==> src/rtl/sram_port_arbiter.sv <==
// rtl/sram_port_arbiter.sv - round-robin arbiter sharing one single-port sram between NUM_REQ requesters
//
// Ports:
//   clk, rst_n            clock (rising edge), async active-low reset
//   req_valid/req_ready   per-requester handshake; ready is a one-hot grant, only in IDLE
//   req_wr                per-requester 1=write, 0=read
//   req_addr, req_wdata   packed per-requester address / write data
//   rsp_valid, rsp_rdata  one-cycle read-data strobe to the owner, shared data
//   sram_cs/wr/oe/addr    registered sram control pins
//   sram_dq_o/dq_oe/dq_i  tristate data bus pieces (drive value, drive enable, sampled value)
module sram_port_arbiter #(
  parameter int ADDR_WIDTH = 8,
  parameter int DATA_WIDTH = 8,
  parameter int NUM_REQ    = 2
) (
  input  logic                           clk,
  input  logic                           rst_n,
  input  logic [NUM_REQ-1:0]             req_valid,
  output logic [NUM_REQ-1:0]             req_ready,
  input  logic [NUM_REQ-1:0]             req_wr,
  input  logic [NUM_REQ*ADDR_WIDTH-1:0]  req_addr,
  input  logic [NUM_REQ*DATA_WIDTH-1:0]  req_wdata,
  output logic [NUM_REQ-1:0]             rsp_valid,
  output logic [DATA_WIDTH-1:0]          rsp_rdata,
  output logic                           sram_cs,
  output logic                           sram_wr,
  output logic                           sram_oe,
  output logic [ADDR_WIDTH-1:0]          sram_addr,
  output logic [DATA_WIDTH-1:0]          sram_dq_o,
  output logic                           sram_dq_oe,
  input  logic [DATA_WIDTH-1:0]          sram_dq_i
);

  localparam int PW = (NUM_REQ > 1) ? $clog2(NUM_REQ) : 1;

  typedef enum logic [2:0] {IDLE, WR, RD_ADDR, RD_CAP, TURN} state_t;

  state_t                  state, state_nx;
  logic [PW-1:0]           ptr, ptr_nx;
  logic [PW-1:0]           owner, owner_nx;
  logic [ADDR_WIDTH-1:0]   lat_addr, lat_addr_nx;

  logic [PW-1:0]           gnt;
  logic                    gnt_found;
  logic [NUM_REQ-1:0]      gnt_oh;

  // Next values of the registered outputs; every sram pin comes straight from a flop.
  logic                    cs_nx, wr_nx, oe_nx, dq_oe_nx;
  logic [ADDR_WIDTH-1:0]   addr_nx;
  logic [DATA_WIDTH-1:0]   dq_o_nx, rdata_nx;
  logic [NUM_REQ-1:0]      rsp_valid_nx;

  // Round-robin pick: first valid requester at or after ptr, wrapping.
  always_comb begin
    int            idx;
    logic [PW-1:0] cand;
    gnt       = '0;
    gnt_found = 1'b0;
    idx       = 0;
    cand      = '0;
    for (int k = 0; k < NUM_REQ; k++) begin
      idx = int'(ptr) + k;
      if (idx >= NUM_REQ) idx = idx - NUM_REQ;
      cand = PW'(idx);
      if (!gnt_found && req_valid[cand]) begin
        gnt_found = 1'b1;
        gnt       = cand;
      end
    end
  end

  always_comb begin
    gnt_oh      = '0;
    gnt_oh[gnt] = 1'b1;
  end

  // Grant is combinational for the IDLE cycle; forced low while reset is held
  // so every output reads 0 during reset.
  assign req_ready = (state == IDLE && gnt_found && rst_n) ? gnt_oh : '0;

  always_comb begin
    state_nx     = state;
    ptr_nx       = ptr;
    owner_nx     = owner;
    lat_addr_nx  = lat_addr;
    cs_nx        = 1'b0;
    wr_nx        = 1'b0;
    oe_nx        = 1'b0;
    dq_oe_nx     = 1'b0;
    addr_nx      = '0;
    dq_o_nx      = '0;
    rdata_nx     = '0;
    rsp_valid_nx = '0;
    case (state)
      IDLE: begin
        if (gnt_found) begin
          ptr_nx      = (gnt == PW'(NUM_REQ - 1)) ? '0 : gnt + PW'(1);
          owner_nx    = gnt;
          lat_addr_nx = req_addr[int'(gnt)*ADDR_WIDTH +: ADDR_WIDTH];
          cs_nx       = 1'b1;
          addr_nx     = req_addr[int'(gnt)*ADDR_WIDTH +: ADDR_WIDTH];
          if (req_wr[gnt]) begin
            state_nx = WR;
            wr_nx    = 1'b1;
            dq_oe_nx = 1'b1;
            dq_o_nx  = req_wdata[int'(gnt)*DATA_WIDTH +: DATA_WIDTH];
          end else begin
            state_nx = RD_ADDR;
            oe_nx    = 1'b1;
          end
        end
      end
      WR: state_nx = IDLE;
      RD_ADDR: begin
        state_nx = RD_CAP;
        cs_nx    = 1'b1;
        oe_nx    = 1'b1;
        addr_nx  = lat_addr;
      end
      RD_CAP: begin
        // The sram has had a full cycle to drive dq; sample it at the end of RD_CAP.
        state_nx            = TURN;
        rsp_valid_nx[owner] = 1'b1;
        rdata_nx            = sram_dq_i;
      end
      TURN: state_nx = IDLE;  // bus left undriven for one cycle before any write
      default: state_nx = IDLE;
    endcase
  end

  always_ff @(posedge clk or negedge rst_n) begin
    if (!rst_n) begin
      state      <= IDLE;
      ptr        <= '0;
      owner      <= '0;
      lat_addr   <= '0;
      sram_cs    <= 1'b0;
      sram_wr    <= 1'b0;
      sram_oe    <= 1'b0;
      sram_addr  <= '0;
      sram_dq_o  <= '0;
      sram_dq_oe <= 1'b0;
      rsp_valid  <= '0;
      rsp_rdata  <= '0;
    end else begin
      state      <= state_nx;
      ptr        <= ptr_nx;
      owner      <= owner_nx;
      lat_addr   <= lat_addr_nx;
      sram_cs    <= cs_nx;
      sram_wr    <= wr_nx;
      sram_oe    <= oe_nx;
      sram_addr  <= addr_nx;
      sram_dq_o  <= dq_o_nx;
      sram_dq_oe <= dq_oe_nx;
      rsp_valid  <= rsp_valid_nx;
      rsp_rdata  <= rdata_nx;
    end
  end

endmodule

==> config.mk <==
export PLATFORM = sky130hd
export DESIGN_NAME = sram_port_arbiter
export DESIGN_NICKNAME = d
export VERILOG_FILES = /design/src/rtl/sram_port_arbiter.sv
export SDC_FILE = /design/constraint.sdc
export NUM_CORES = 1
export LEC_CHECK = 0
export ABC_AREA = 1
export CAP_MARGIN = 20
export CORE_MARGIN = 4
export CORE_UTILIZATION = 41
export DETAILED_ROUTE_END_ITERATION = 10
export GPL_ROUTABILITY_DRIVEN = 0
export GPL_TIMING_DRIVEN = 0
export PLACE_DENSITY_LB_ADDON = 0.3
export SETUP_SLACK_MARGIN = 0.5
export SLEW_MARGIN = 25
export SYNTH_ARGS = -nofsm -noshare
export SYNTH_HDL_FRONTEND = slang
export SYNTH_SLANG_ARGS = --single-unit
==> constraint.sdc <==
create_clock -name clk -period 1.7 [get_ports clk]
set_input_delay 0.34 -clock clk [delete_from_list [all_inputs] [get_ports clk]]
set_output_delay 0.34 -clock clk [all_outputs]
set_load 0.02 [all_outputs]
======== Word-level counts from Yosys, hierarchy flattened ========
Index checks and enable logic that the tools add are counted.
Widths: inputs -> output; s select.
word-level totals
  register bits after elaboration ......... 42
  input port bits ......................... 46
  output and inout bits ................... 32
  logic and storage cells ................. 72
operators by class
  add/sub/neg operators ................... 4
  $lt $le $gt $ge ......................... 8
  equal/unequal tests ..................... 3
  shift operators ......................... 2
  multiplexer cells ....................... 36
  reduce and logical (&&, ||, !) cells .... 8
operators with widths
  kind                 number
  $mux 8               5
  $shiftx 16x5->8      2
  $mux 1               21
  $pmux 8 s2           1
  $pmux 3 s3           1
  $lt 1x2->1 const B   4
  $eq 3x2->1 const B   2
  $mux 2               3
  $logic_and 1x1->1    5
  $pmux 1 s2           2
  $logic_not 3->1      1
  $mux 3               1
  $add 1x1->2 const B  1
  $demux 1 s1          2
  $ge 1x1->1 const B   2
  $ge 1x2->1 const B   1
  $ge 2x2->1 const B   1
  $ne 2x2->1 const B   1
  $reduce_and 2->1     1
  $sub 1x1->1 const B  2
  $add 1x1->1 const B  1
  $logic_not 1->1      1

======== Depth between registers and ports, before layout ========
  depth after elaboration ................. 13
  gate-level depth with buffers ........... 8
  gate-level depth less buffers ........... 7

======== Worst setup path after synthesis ========
Ideal clock, no wire load.
  path kind ............................... reg2out
  start ................................... register state[1]
  end ..................................... output port req_ready[0]
  arrival time ............................ 1.141 ns
  data required time ...................... 1.360 ns
  slack ................................... 0.219 ns
  stages on the path, launching flop included .. 7
  path buffers ............................ 1
  cells stage by stage .................... dfrtp_1 inv_1 nand2_1 nor2_4 buf_6 nand2_1 nor2_1
between the ends
  cells in the longest elaborated chain, start to end .. 4
RTL lines
  what                            line  RTL
  start: declaration              38    state_t state, state_nx;
  start signal: assignment        146   state <= state_nx;
  $logic_not 3->1                 79    assign req_ready = (state == IDLE && gnt_found && rst_n) ? gnt_oh : '0;
  $logic_and 1x1->1 (2 in a row)  79
  $mux 2                          79
  end: declaration                19    output logic [NUM_REQ-1:0] req_ready,
Every way passes these cells.

======== Final worst setup path ========
  start ................................... register state[2]
  end ..................................... output port req_ready[1]
Same word-level chain as after synthesis.

==> qor.csv <==
stage,metric,value,unit
run_status,outcome,"complete, but fails checks",
run_status,violations,"hold timing, setup timing",
routing,post-route-drc-count,0,
sta,finalWorstSetupSlack,-39.3,ps
sta,hold_slack,-49.8,ps
synth,synth.top_cells.by_area,"dfrtp_1 (58%), nand2_1 (17%), inv_1 (5.6%)",
clock_network,htreeDepth,2,
floorplan,die_y,74.4,um
synth,seq_area_frac_synth,58.1,%
synth,yosys.area.top_type_share,58.1,%
sta,worst_pin_slew,324,ps
synth,yosys_register_bits,42,
synth,syn-num-nets,257,
run,cap_violations,0,
cells_and_area,nets,357,
floorplan,num_rows,23,
placed_design,io_buffers,76,
sta,finalSetupViolCount,2,
sta,period_minus_slack,1740,ps
routing,viasPerCell,4.51,
sta,rsz0062_at_grt,yes,
synth,synth_edf_count,0,
sta,fin_skew,3.25,ps
cells_and_area,layout-drive-gt1-share,28.0,%
clock_network,cts-root-buf,clkbuf_8,
global_route,grt_pass1_vias,1530,
placed_design,dp.cells,338,
critical_path,worstPathRequired,1360,ps
synth,synth_commonest_cells,"nand2_1 (82), dfrtp_1 (42), inv_1 (27), nor2_1 (20), nand3_1 (19)",
power_and_ir_drop,vdd_ir_drop_max,0.577,mV
floorplan,die_w,74.4,um
sta,finalCritPeriodShare,102,%
routing,wl,4.37,mm
critical_path,critPathLaunchType,register,
routing,ant_nets,0,
placed_design,dpl_cell_area,0.00268,sq mm
cells_and_area,fillCellCount,332,
synth,yosys_warnings,0,
synth,synth_cells,211,
clock_network,cts_buffers,5,
synth,synth_most_common_cell,nand2_1,
clock_network,cts_tree,done,
clock_network,cts.sinks,42,
sta,max_slew_margin,78.4,%
clock_network,path_clk_slew,70,ps
cells_and_area,instances_no_fill,361,
sta,maxSlewViolCount,0,
global_route,grt_pass1_wl,6.70,mm
synth,synth_top_area_cell,dfrtp_1,
cells_and_area,n_antenna_cell,0,
critical_path,worstSetupStartpoint,state[2],
floorplan,start_util,43.6,%
power_and_ir_drop,power.density,1440,mW/mm^2
routing,wl_per_cell,12.1,um
routing,drt_pass1_iterations,4,
routing,dr_total_vias,1629,
min_path,worstHoldPathType,in -> async,
synth,synth_flop_cell,dfrtp_1,
critical_path,cp_data_arrival_time,1400,ps
global_route,antenna_found_initial,0,
global_route,grt.overflow.total,0,
placed_design,dp_hpwl,3.08,mm
clock_network,clockBufferDepth,2,
critical_path,r2r_start,state[2],
synth,async_flop_share,100,%
cells_and_area,design_area,0.00282,sq mm
floorplan,coreArea,0.00414,sq mm
synth,synth_cell_types,16,
synth,syn_area,0.00181,sq mm
critical_path,r2r_setup_slack,440,ps
floorplan,num_io_pins,78,
global_route,grt_use_total,16.1,%
sta,fmax,0.575,GHz
critical_path,path_class,reg -> out,
synth,syn_avg_cell_area,8.57,sq um
sta,finalHoldViolCount,23,
power_and_ir_drop,cellLeakagePower,1.61,nW
global_route,grt_max_degree,25,
routing,drtIter0Drc,32,
critical_path,critPathCaptureType,output pin,
floorplan,dieArea,0.00554,sq mm
cells_and_area,syn_to_final_growth,56.0,%
clock_network,clkLatencyLatePin,290,ps
critical_path,worstPathMaxFanout,2,
## timing repair
| action | CTS | global route |
|---|---|---|
| gates cloned | 0 | 1 |
| resized for setup | 142 | 22 |
| hold endpoints to repair | 23 | 23 |
| setup endpoints to repair | 63 | 34 |
| buffers inserted | 7 | 8 |
| pin swaps | 5 | 9 |
## state kept, by name (all words and copies together) (netlist names)
signal / count
sram_cs: 1
owner: 1
lat_addr: 8
sram_dq_oe: 1
rsp_rdata: 8
sram_addr: 8
state: 3
rsp_valid: 2
ptr: 1
sram_dq_o: 8
sram_oe: 1
## worst max-delay path: stages, from the launching register on
cell	delay (ps)
dfrtp_1	400
inv_2	90
nand2_4	60
nor2_4	80
nand2_2	60
buf_6	120
nor3_4	160
buf_6	140
## power by group
group          total (W)  switching, W  internal, W
clock           0.000593      0.000311     0.000283
combinational    0.00199       0.00112     0.000862
sequential       0.00147      0.000128      0.00134
total            0.00405       0.00156      0.00249
## cell type report
cell class	instances	area, sq um	share of cell area (%)
repair buffers	92	777	27.6
clock buffers	7	76.3	2.71
flip-flops and latches	42	1050	37.3
multi-input cells	134	654	23.2
plain buffers	9	97.6	3.46
well taps	50	62.6	2.22
inverters	27	101	3.59
## cell usage in the layout (no fill, tap or decap), types with 2 or more instances in the layout
cell type	Yosys	routed
inv_1	27	22
dfrtp_1	42	42
nor2_2	1	3
buf_4	3	12
nand3_1	19	18
clkbuf_1	1	2
buf_2	2	29
nand3_2	0	2
inv_2	0	5
nand2_2	3	2
clkdlybuf4s50_1	0	42
nor2_1	20	15
nand2_4	1	4
nor2_4	3	6
o21ai_0	2	2
clkbuf_8	0	5
nand2_1	82	80
buf_6	3	14
## logic make-up after synthesis
logic type / synth area share, %
flops: 58.1
compound gates: 0.554
simple gates: 31.8
buf+inv: 9.48
## layer usage
| layer | global-route usage, % | wire, um |
|---|---|---|
| met1 | 17.8 | 1740 |
| met2 | 28.3 | 2110 |
| met3 | 5.81 | 417 |
| met4 | 6.13 | 108 |
| met5 | 0 | 0 |
## final timing paths
path / to / cells after the start
max reg2reg: sram_addr[1] / 8
max in group asynchronous: lat_addr[2] / 2
min: rsp_rdata[4] / 1
max: req_ready[1] / 7
min reg2reg: rsp_valid[0] / 1
min in group clk: sram_dq_o[2] / 5
## stage by stage
step / setup TNS [ps] / setup WS, ps / hold WS (ps) / total power, W / util, %
floorplan: 0 / 329 / 44.4 / 0.00251 / -
global placement: -35710 / -2060 / 444 / 0.00321 / 64.2
detailed placement: -1500 / -790 / 373 / 0.00326 / 64.7
CTS: -47.9 / -28.9 / -49.2 / 0.00382 / 64.8
global route: -208 / -122 / -39.0 / 0.00433 / 68.1
finish: -53.2 / -39.3 / -49.8 / 0.00405 / 68.1
Power figures use the tool's default switching activity.
